File: config.mk
export PLATFORM = sky130hd
export DESIGN_NAME = audio_in_level_reader
export DESIGN_NICKNAME = d
export VERILOG_FILES = /design/src/rtl/audio_pkg.sv /design/src/rtl/audio_in_level_reader_abs_max2.sv /design/src/rtl/audio_in_level_reader.sv
export SDC_FILE = /design/constraint.sdc
export NUM_CORES = 1
export LEC_CHECK = 0
export CORE_UTILIZATION = 51
export DETAILED_ROUTE_END_ITERATION = 12
export HOLD_SLACK_MARGIN = 0.05
export PLACE_DENSITY = 0.8
export SYNTH_ARGS = -nofsm -noshare
export SYNTH_HDL_FRONTEND = slang
export SYNTH_HIERARCHICAL = 1
export SYNTH_SLANG_ARGS = --single-unit
File: constraint.sdc
create_clock -name clk -period 7.1 [get_ports clk]
set_input_delay 1.42 -clock clk [delete_from_list [all_inputs] [get_ports clk]]
set_output_delay 1.42 -clock clk [all_outputs]
set_load 0.005 [all_outputs]
File: src/rtl/audio_pkg.sv
// ---------------------------------------------------------------------------
// audio_pkg : shared state encoding, default sample width and saturating abs
// Revision  : 1.0
// ---------------------------------------------------------------------------
`default_nettype none

package audio_pkg;

   localparam int DEFAULT_AUDIO_DATA_WIDTH = 32;

   typedef enum logic [1:0] {
      ST_IDLE    = 2'd0,
      ST_READ    = 2'd1,
      ST_PROC    = 2'd2,
      ST_PUBLISH = 2'd3
   } state_t;

   // x must already be sign-extended from its w-bit form; the most negative
   // w-bit value maps to 2^(w-1)-1 instead of wrapping back to itself.
   function automatic logic [63:0] sat_abs(input logic signed [63:0] x, input int w);
      logic signed [63:0] lim;
      lim = (64'sd1 <<< (w - 1)) - 64'sd1;
      if (x < -lim)
         return lim;
      else if (x < 64'sd0)
         return -x;
      return x;
   endfunction

endpackage

`default_nettype wire

File: src/rtl/audio_in_level_reader_abs_max2.sv
// ---------------------------------------------------------------------------
// abs_max2 : registers max(|left|,|right|) with saturation when load is high
// Revision : 1.0
// ---------------------------------------------------------------------------
`default_nettype none

module abs_max2
   import audio_pkg::*;
#(
   parameter int W = DEFAULT_AUDIO_DATA_WIDTH
) (
   input  logic         clk,
   input  logic         reset_n,
   input  logic         load,
   input  logic [W-1:0] left,
   input  logic [W-1:0] right,
   output logic [W-1:0] mag
);

   logic [W-1:0] mag_left;
   logic [W-1:0] mag_right;

   always_comb begin
      mag_left  = W'(sat_abs(64'($signed(left)), W));
      mag_right = W'(sat_abs(64'($signed(right)), W));
   end

   always_ff @(posedge clk or negedge reset_n) begin
      if (!reset_n)
         mag <= '0;
      else if (load)
         mag <= (mag_left > mag_right) ? mag_left : mag_right;
   end

endmodule

`default_nettype wire

File: src/rtl/audio_in_level_reader.sv
// ---------------------------------------------------------------------------
// audio_in_level_reader : drains the ADC FIFO, publishes per-window peak level
//                         and a holdoff-gated clap trigger
// Revision              : 1.0
// ---------------------------------------------------------------------------
`default_nettype none

module audio_in_level_reader
   import audio_pkg::*;
#(
   parameter int         AUDIO_DATA_WIDTH = DEFAULT_AUDIO_DATA_WIDTH,
   parameter int         WINDOW_SAMPLES   = 4800,
   parameter logic [7:0] THRESHOLD        = 8'h40,
   parameter int         HOLDOFF_WINDOWS  = 2
) (
   input  logic                        clk,
   input  logic                        reset_n,
   input  logic                        enable,
   input  logic                        audio_in_available,
   input  logic [AUDIO_DATA_WIDTH-1:0] left_in,
   input  logic [AUDIO_DATA_WIDTH-1:0] right_in,
   output logic                        read_audio_in,
   output logic [7:0]                  peak_level,
   output logic                        level_valid,
   output logic                        clap_pulse,
   output logic                        holdoff_active
);

   localparam int W      = AUDIO_DATA_WIDTH;
   localparam int CNT_W  = $clog2(WINDOW_SAMPLES);
   localparam int HOLD_W = (HOLDOFF_WINDOWS < 1) ? 1 : $clog2(HOLDOFF_WINDOWS + 1);
   localparam logic [CNT_W-1:0]  LAST_CNT  = CNT_W'(WINDOW_SAMPLES - 1);
   localparam logic [HOLD_W-1:0] HOLD_LOAD = HOLD_W'(HOLDOFF_WINDOWS);

   state_t              state;
   logic [W-1:0]        running_peak;
   logic [W-1:0]        sample_mag;
   logic [W-1:0]        new_peak;
   logic [7:0]          new_level;
   logic [CNT_W-1:0]    sample_cnt;
   logic [HOLD_W-1:0]   holdoff;
   logic                drop_sample;
   logic                load_sample;

   assign load_sample = (state == ST_READ);

   abs_max2 #(.W(W)) u_abs_max2 (
      .clk     (clk),
      .reset_n (reset_n),
      .load    (load_sample),
      .left    (left_in),
      .right   (right_in),
      .mag     (sample_mag)
   );

   always_comb begin
      new_peak  = (sample_mag > running_peak) ? sample_mag : running_peak;
      new_level = new_peak[W-2 -: 8];
   end

   always_ff @(posedge clk or negedge reset_n) begin
      if (!reset_n) begin
         state          <= ST_IDLE;
         running_peak   <= '0;
         sample_cnt     <= '0;
         holdoff        <= '0;
         drop_sample    <= 1'b0;
         read_audio_in  <= 1'b0;
         peak_level     <= 8'h00;
         level_valid    <= 1'b0;
         clap_pulse     <= 1'b0;
         holdoff_active <= 1'b0;
      end else begin
         read_audio_in <= 1'b0;
         level_valid   <= 1'b0;
         clap_pulse    <= 1'b0;
         case (state)
            ST_IDLE: begin
               if (!enable) begin
                  running_peak <= '0;
                  sample_cnt   <= '0;
               end else if (audio_in_available) begin
                  read_audio_in <= 1'b1;
                  state         <= ST_READ;
               end
            end
            ST_READ: begin
               // The pop is already committed; a disable seen here only
               // marks the sample for discard.
               drop_sample <= !enable;
               state       <= ST_PROC;
            end
            ST_PROC: begin
               if (!enable || drop_sample) begin
                  running_peak <= '0;
                  sample_cnt   <= '0;
                  state        <= ST_IDLE;
               end else if (sample_cnt == LAST_CNT) begin
                  running_peak <= new_peak;
                  peak_level   <= new_level;
                  level_valid  <= 1'b1;
                  state        <= ST_PUBLISH;
                  if (new_level >= THRESHOLD && holdoff == '0) begin
                     clap_pulse     <= 1'b1;
                     holdoff        <= HOLD_LOAD;
                     holdoff_active <= (HOLD_LOAD != '0);
                  end else if (holdoff != '0) begin
                     holdoff        <= holdoff - 1'b1;
                     holdoff_active <= (holdoff != HOLD_W'(1));
                  end
               end else begin
                  running_peak <= new_peak;
                  sample_cnt   <= sample_cnt + 1'b1;
                  state        <= ST_IDLE;
               end
            end
            ST_PUBLISH: begin
               running_peak <= '0;
               sample_cnt   <= '0;
               state        <= ST_IDLE;
            end
            default: state <= ST_IDLE;
         endcase
      end
   end

endmodule

`default_nettype wire

==> results.sh, run 1 <==
export IMPL_post_dp_cell_area_um2=8830
export IMPL_clk_transition_reported_paths_ns=0.06
export IMPL_crit_fanout=14
export IMPL_regArea_um2=2350
export IMPL_cts_hold_buf=0
export IMPL_start_util_pct=52.9
export IMPL_drt_wirelength_per_cell_um=16.7
export IMPL_clockPowerShare_pct=24.1
export IMPL_fmax_ghz=0.152
export IMPL_rows=44
export IMPL_vias=7700
export IMPL_swShare_pct=37.7
export IMPL_viasPerCell=6.26
export IMPL_diodes=0
export IMPL_antenna_found_initial=0
export IMPL_p_seq_share_pct=37.8
export IMPL_drt_iter0_markers=621
export IMPL_io_buffers=79
export IMPL_netlist_area_um2=7810
export IMPL_root_buffer="clkbuf_16"
export IMPL_synthArstFlopShare_pct=100
export IMPL_r2r_cells=9
export IMPL_synth_avg_cell_area_um2=8.03
export IMPL_worstSetupEndpointType="flip-flop"
export IMPL_rsz0062_at_grt="false"
export IMPL_cp_data_required_time_ns=7.33
export IMPL_multi_input_area_um2=5040
export IMPL_min_period_over_period_pct=92.9
export IMPL_finalInstanceArea_um2=9110
export IMPL_hold_violations=0
export IMPL_crit_type="in2reg"
export IMPL_area_growth_pct=16.7
export IMPL_start_kind="input port"
export IMPL_die_area_um2=15800
export IMPL_setup_violations=0
export IMPL_grt_max_degree=50
export IMPL_netlist_cell_type_count=73
export IMPL_die_x_um=126
export IMPL_synth_enable_flop_cells=0
export IMPL_grt_pass1_wl_mm=34.2
export IMPL_cts_buffers=9
export IMPL_fin_setup_tns_ns=0
export IMPL_pwr_density_cell_nw_per_um2=204
export IMPL_drcViolationCount=0
export IMPL_grt_pass1_vias=6986
export IMPL_seq_area_frac_synth_pct=30.1
export IMPL_wl_mm=20.5
export IMPL_layout_drive_gt1_share_pct=7.27
export IMPL_boundaryPins=80
export IMPL_cts_sinks=94
export IMPL_period_needed_ns=6.60
export IMPL_hold_path_class="reg2reg"
export IMPL_max_slew_margin_pct=39.0
export IMPL_grt_usage_pct=26.3
export IMPL_cts_resized=0
export IMPL_yosys_warnings=6
export IMPL_pwr_share_comb_pct=38.1
export IMPL_ant_nets=0
export IMPL_p_int_w=0.00116
export IMPL_fp_dieH_um=126
export IMPL_fin_skew_ns=0.00883
export IMPL_h_tree_depth=3
export IMPL_synthCells=972
export IMPL_coreArea_um2=14800
export IMPL_syn_nets=1111
export IMPL_worstMarginPinSlew_ns=0.907
export IMPL_slew_violations=0
export IMPL_fin_nets=1180
export IMPL_tritoncts="built"
export IMPL_switchingPower_w=0.000701
export IMPL_n_fill_cell=1285
export IMPL_crit_arrival_ns=6.83
export IMPL_leakage_nw=3.78
export IMPL_cts_buffer_depth=2
export IMPL_hpwlAfterDp_mm=15.9
export IMPL_drv_cap=0
export IMPL_synth_seq_cells=94
export IMPL_vdd_drop_max_v=0.000131
export IMPL_dr_pass1_iters=5
export IMPL_hold_depth=2
export IMPL_place_congestion=0.920
export IMPL_synthFlopType="dfrtp_1"
export IMPL_post_cts_setup_buffer_count=0
export IMPL_status="finished, final reports clean"
export IMPL_clk_latency_ns=0.34
export IMPL_grt_ovfl_total=0
## worst max-delay path: stages
cell and delay [ns]:
clkdlybuf4s50_1 0.47, inv_1 0.11, ha_1 0.23, or4b_1 0.54, or4_1 0.52, nor2_4 0.12
nand2_1 0.07, o21ai_0 0.17, ha_1 0.27, buf_4 0.17, nor3_1 0.40, a21oi_1 0.13
o21ai_0 0.30, ha_1 0.19, nand4_1 0.13, nor4_1 0.46, a21boi_0 0.26, o31a_1 0.21
o21a_1 0.16, buf_4 0.18, a21oi_1 0.09, a22o_1 0.22
## path summary, 6_finish.rpt
| kind | slack [ns] | end | from |
|---|---|---|---|
| worst min register to register | 0.48 | peak_level[5]$_DFFE_PN0P_ | peak_level[5]$_DFFE_PN0P_ |
| max in group asynchronous | 4.99 | running_peak[9]$_DFFE_PN0P_ | reset_n |
| worst min-delay path | 0.48 | peak_level[5]$_DFFE_PN0P_ | peak_level[5]$_DFFE_PN0P_ |
| worst max register to register | 3.92 | running_peak[16]$_DFFE_PN0P_ | u_abs_max2/mag[17]$_DFFE_PN0P_ |
| min in group asynchronous | 1.07 | peak_level[0]$_DFFE_PN0P_ | reset_n |
| worst max-delay path | 0.50 | u_abs_max2/mag[0]$_DFFE_PN0P_ | right_in[0] |
## area by class of cell
cell class / count / share of cell area (%)
multi-input cells: 774 / 55.3
flip-flops and latches: 94 / 25.8
repair buffers: 109 / 11.1
well taps: 184 / 2.53
clock buffers: 9 / 2.47
inverters: 53 / 2.18
clock inverters: 7 / 0.604
## stage by stage
step	hold slack [ns]	power [W]	cells	util, %	setup WS (ns)
CTS	0.482	0.00186	1230	61.8	0.611
global route	0.510	0.00200	1230	61.8	0.210
floorplan	0.444	0.00118	972	-	0.732
finish	0.476	0.00186	1230	61.8	0.501
global placement	0.462	0.00139	1214	59.9	0.323
detailed placement	0.468	0.00141	1214	59.9	0.271
## placed cells by master (no fill, tap or decap), types with 6 or more instances in the layout
| master | netlist | layout |
|---|---|---|
| o21ai_0 | 57 | 57 |
| ha_1 | 71 | 71 |
| and2_1 | 7 | 7 |
| buf_4 | 7 | 31 |
| o22ai_1 | 14 | 14 |
| nand3_1 | 25 | 25 |
| a21oi_1 | 90 | 90 |
| or4_1 | 6 | 6 |
| clkbuf_16 | 0 | 9 |
| o32ai_1 | 9 | 9 |
| nand2_1 | 86 | 86 |
| nor4_1 | 13 | 13 |
| nand4_1 | 19 | 19 |
| dfrtp_1 | 94 | 94 |
| o31ai_1 | 15 | 15 |
| nor2_1 | 94 | 94 |
| inv_1 | 53 | 53 |
| o21ai_1 | 8 | 6 |
| o21a_1 | 13 | 13 |
| nor3_1 | 33 | 33 |
| a21o_1 | 8 | 8 |
| a31oi_1 | 34 | 34 |
| clkdlybuf4s50_1 | 0 | 78 |
| a22o_1 | 34 | 34 |
| o211ai_1 | 8 | 8 |
| or3_1 | 11 | 11 |
| and3_1 | 7 | 7 |
| nand2b_1 | 31 | 31 |
## power by group through the flow
stage / registers (W) / logic (W) / clock network [W]
detailed placement: 0.000710 / 0.000696 / 0
global route: 0.000715 / 0.000801 / 0.000480
global placement: 0.000704 / 0.000682 / 0
floorplan: 0.000680 / 0.000495 / 0
CTS: 0.000701 / 0.000704 / 0.000457
finish: 0.000703 / 0.000709 / 0.000448
## sequential cells by signal (all words and copies together) (netlist names)
signal,count
clap_pulse,1
state,2
holdoff_active,1
holdoff,2
u_abs_max2/mag,32
read_audio_in,1
level_valid,1
drop_sample,1
running_peak,32
sample_cnt,13
peak_level,8
## logic make-up (layout without fill, tap and decap cells)
group,after synthesis,in the layout,synth area share [%]
DFF,94,94,30.1
muxes,3,3,0.385
and+or+nand+nor,373,373,25.1
adders and majority gates,71,71,11.4
buffers and inverters,104,178,5.46
AOI/OAI and AO/OA,327,327,27.6
## synthesized netlist by cell type, types with 3 or more instances
library cell | count | area [um2]
a211o_1 | 4 | 35.0
a21o_1 | 8 | 60.1
a21oi_1 | 90 | 450
a221o_1 | 3 | 30.0
a22o_1 | 34 | 298
a31oi_1 | 34 | 213
and2_1 | 7 | 43.8
and3_1 | 7 | 43.8
and4_1 | 5 | 43.8
buf_2 | 8 | 40.0
buf_4 | 7 | 52.6
clkbuf_1 | 34 | 128
dfrtp_1 | 94 | 2350
ha_1 | 71 | 888
inv_1 | 53 | 199
mux2i_1 | 3 | 30.0
nand2_1 | 86 | 323
nand2b_1 | 31 | 194
nand3_1 | 25 | 125
nand4_1 | 19 | 119
nor2_1 | 94 | 353
nor2b_1 | 3 | 18.8
nor3_1 | 33 | 165
nor4_1 | 13 | 81.3
nor4_2 | 4 | 50.1
o211ai_1 | 8 | 60.1
o21a_1 | 13 | 97.6
o21ai_0 | 57 | 285
o21ai_1 | 8 | 40.0
o22ai_1 | 14 | 87.6
o31a_1 | 4 | 35.0
o31ai_1 | 15 | 113
o32ai_1 | 9 | 78.8
or2_2 | 4 | 25.0
or3_1 | 11 | 68.8
or4_1 | 6 | 45.0
or4_4 | 5 | 56.3
## routing by layer
metal,wire (um),track usage (%),up-vias
met5,0,0,-
li1,-,-,3773
met1,9950,38.3,3611
met3,1050,2.25,33
met2,9160,41.7,283
met4,352,7.73,0
Note: power is estimated with default switching activity, not from simulation.
==> inputs of run 2 (changes only) <==
- DONT_BUFFER_PORTS: default -> 1
- PLACE_DENSITY: 0.8 -> 0.73
==> run 2 against run 1 <==
Against the previous run: critical path depth is 1 lower; sequential share of layout area is 2.7 points higher; final cell count is 7.3% lower; combinational power is 11% lower; largest power group is now registers.
==> results.sh, run 2 (same netlist as run 1, synthesis figures left out) <==
export IMPL_critPathCapture="u_abs_max2/mag[25]$_DFFE_PN0P_"
export IMPL_post_dp_cell_area_um2=7970
export IMPL_grt_ovfl_total=0
export IMPL_grt_pass1_wl_mm=32.8
export IMPL_rows=44
export IMPL_mostFrequentLayoutCells="nor2_1 (94), dfrtp_1 (94), a21oi_1 (90)"
export IMPL_grt_pass1_vias=6531
export IMPL_drcViolationCount=0
export IMPL_fin_nets=1090
export IMPL_antenna_found_initial=0
export IMPL_clk_transition_reported_paths_ns=0.07
export IMPL_cp_data_required_time_ns=7.32
export IMPL_r2r_end="running_peak[17]$_DFFE_PN0P_"
export IMPL_dr_pass1_iters=5
export IMPL_ant_nets=0
export IMPL_reg2reg_slack_ns=3.94
export IMPL_drt_wirelength_per_cell_um=17.4
export IMPL_min_period_over_period_pct=90.9
export IMPL_vias=7229
export IMPL_reg2reg_from="u_abs_max2/mag[19]$_DFFE_PN0P_"
export IMPL_tritoncts="built"
export IMPL_worstMarginPinSlew_ns=0.949
export IMPL_crit_type="in2reg"
export IMPL_max_slew_margin_pct=36.2
export IMPL_start_util_pct=52.9
export IMPL_slew_violations=0
export IMPL_pwr_density_cell_nw_per_um2=217
export IMPL_crit_arrival_ns=6.68
export IMPL_vdd_drop_max_v=0.000145
export IMPL_fin_total_pwr_w=0.00179
export IMPL_cts_sinks=94
export IMPL_cts_hold_buf=0
export IMPL_die_area_um2=15800
export IMPL_fin_setup_tns_ns=0
export IMPL_n_fill_cell=1393
export IMPL_io_buffers=0
export IMPL_critPathLaunch="right_in[0]"
export IMPL_layout_drive_gt1_share_pct=6.69
export IMPL_area_growth_pct=5.74
export IMPL_r2r_cells=9
export IMPL_root_buffer="clkbuf_16"
export IMPL_final_setup_worst_slack_ns=0.644
export IMPL_grt_max_degree=95
export IMPL_fin_skew_ns=0.00645
export IMPL_boundaryPins=80
export IMPL_hold_violations=0
export IMPL_cts_buffers=9
export IMPL_drt_iter0_markers=644
export IMPL_start_kind="input port"
export IMPL_crit_fanout=14
export IMPL_setup_violations=0
export IMPL_place_congestion=0.963
export IMPL_coreArea_um2=14800
export IMPL_cts_buffer_depth=2
export IMPL_worstSetupEndpointType="flip-flop"
export IMPL_largestRegisters="running_peak: 32 flops, u_abs_max2/mag: 32 flops, sample_cnt: 13 flops"
export IMPL_multi_input_area_um2=5040
export IMPL_clk_latency_ns=0.34
export IMPL_die_x_um=126
export IMPL_period_needed_ns=6.46
export IMPL_leakage_nw=3.43
export IMPL_h_tree_depth=3
export IMPL_holdWs_ns=0.495
export IMPL_hpwlAfterDp_mm=15.1
export IMPL_hold_path_class="reg2reg"
export IMPL_rsz0062_at_grt="false"
export IMPL_regArea_um2=2350
export IMPL_finalInstanceArea_um2=8260
export IMPL_drv_cap=0
export IMPL_diodes=0
export IMPL_viasPerCell=6.34
export IMPL_fmax_ghz=0.155
export IMPL_fp_dieH_um=126
export IMPL_post_place_ws_ns=0.391
export IMPL_post_cts_setup_buffer_count=0
export IMPL_wl_mm=19.8
export IMPL_grt_usage_pct=25.3
export IMPL_cts_resized=0
export IMPL_status="finished, final reports clean"
-- run 2: stage by stage --
step	util, %	cells
2_1_floorplan	-	972
3_3_place_gp	54.0	1124
3_5_place_dp	54.0	1124
4_1_cts	56.0	1140
5_1_grt	56.0	1140
6_report	56.0	1140
-- run 2: worst min-delay path by stage --
stage                     cells past startpoint                            to                    startpoint  slack (ns)
after floorplan                               1    sample_cnt[12]$_DFFE_PN0P_    sample_cnt[12]$_DFFE_PN0P_        0.44
after global placement                        2       drop_sample$_DFFE_PN0P_       drop_sample$_DFFE_PN0P_        0.47
after detailed placement                      1  running_peak[16]$_DFFE_PN0P_  running_peak[16]$_DFFE_PN0P_        0.48
after CTS                                     1    sample_cnt[12]$_DFFE_PN0P_    sample_cnt[12]$_DFFE_PN0P_        0.50
after global routing                          1   running_peak[1]$_DFFE_PN0P_   running_peak[1]$_DFFE_PN0P_        0.51
final                                         1    sample_cnt[12]$_DFFE_PN0P_    sample_cnt[12]$_DFFE_PN0P_        0.50
-- run 2: layout make-up --
class | instances | share of cell area, %
timing repair buffer | 19 | 1.88
sequential | 94 | 28.5
tap | 184 | 2.79
clock inverter | 7 | 0.697
multi-input combinational | 774 | 61.0
inverter | 53 | 2.41
clock buffer | 9 | 2.73
-- run 2: layer usage --
metal / track usage [%] / part of all wire (%) / vias up
met4: 7.30 / 1.7 / 0
met5: 0 / 0 / -
met3: 4.89 / 7.8 / 23
li1: - / - / 3603
met1: 36.7 / 48 / 3339
met2: 38.2 / 43 / 264
-- run 2: critical path, stage by stage --
cell and delay (ns):
inv_1 0.06, ha_1 0.21, or4b_1 0.55, or4_1 0.51, nor2_4 0.20, nand2_1 0.09
o21ai_0 0.16, ha_1 0.34, inv_1 0.29, buf_4 0.27, a31oi_1 0.09, o21ai_0 0.29
ha_1 0.31, a21oi_1 0.16, o21ai_1 0.09, a221o_1 0.36, a2111o_1 0.46, o21a_1 0.30
buf_4 0.22, a21oi_1 0.18, a21oi_1 0.10
-- run 2: power by group --
group,switching [W],leakage [nW],internal (W)
logic,0.000364,2.11,0.000267
clock network,0.000212,0.134,0.000242
registers,0.0000893,1.19,0.000616
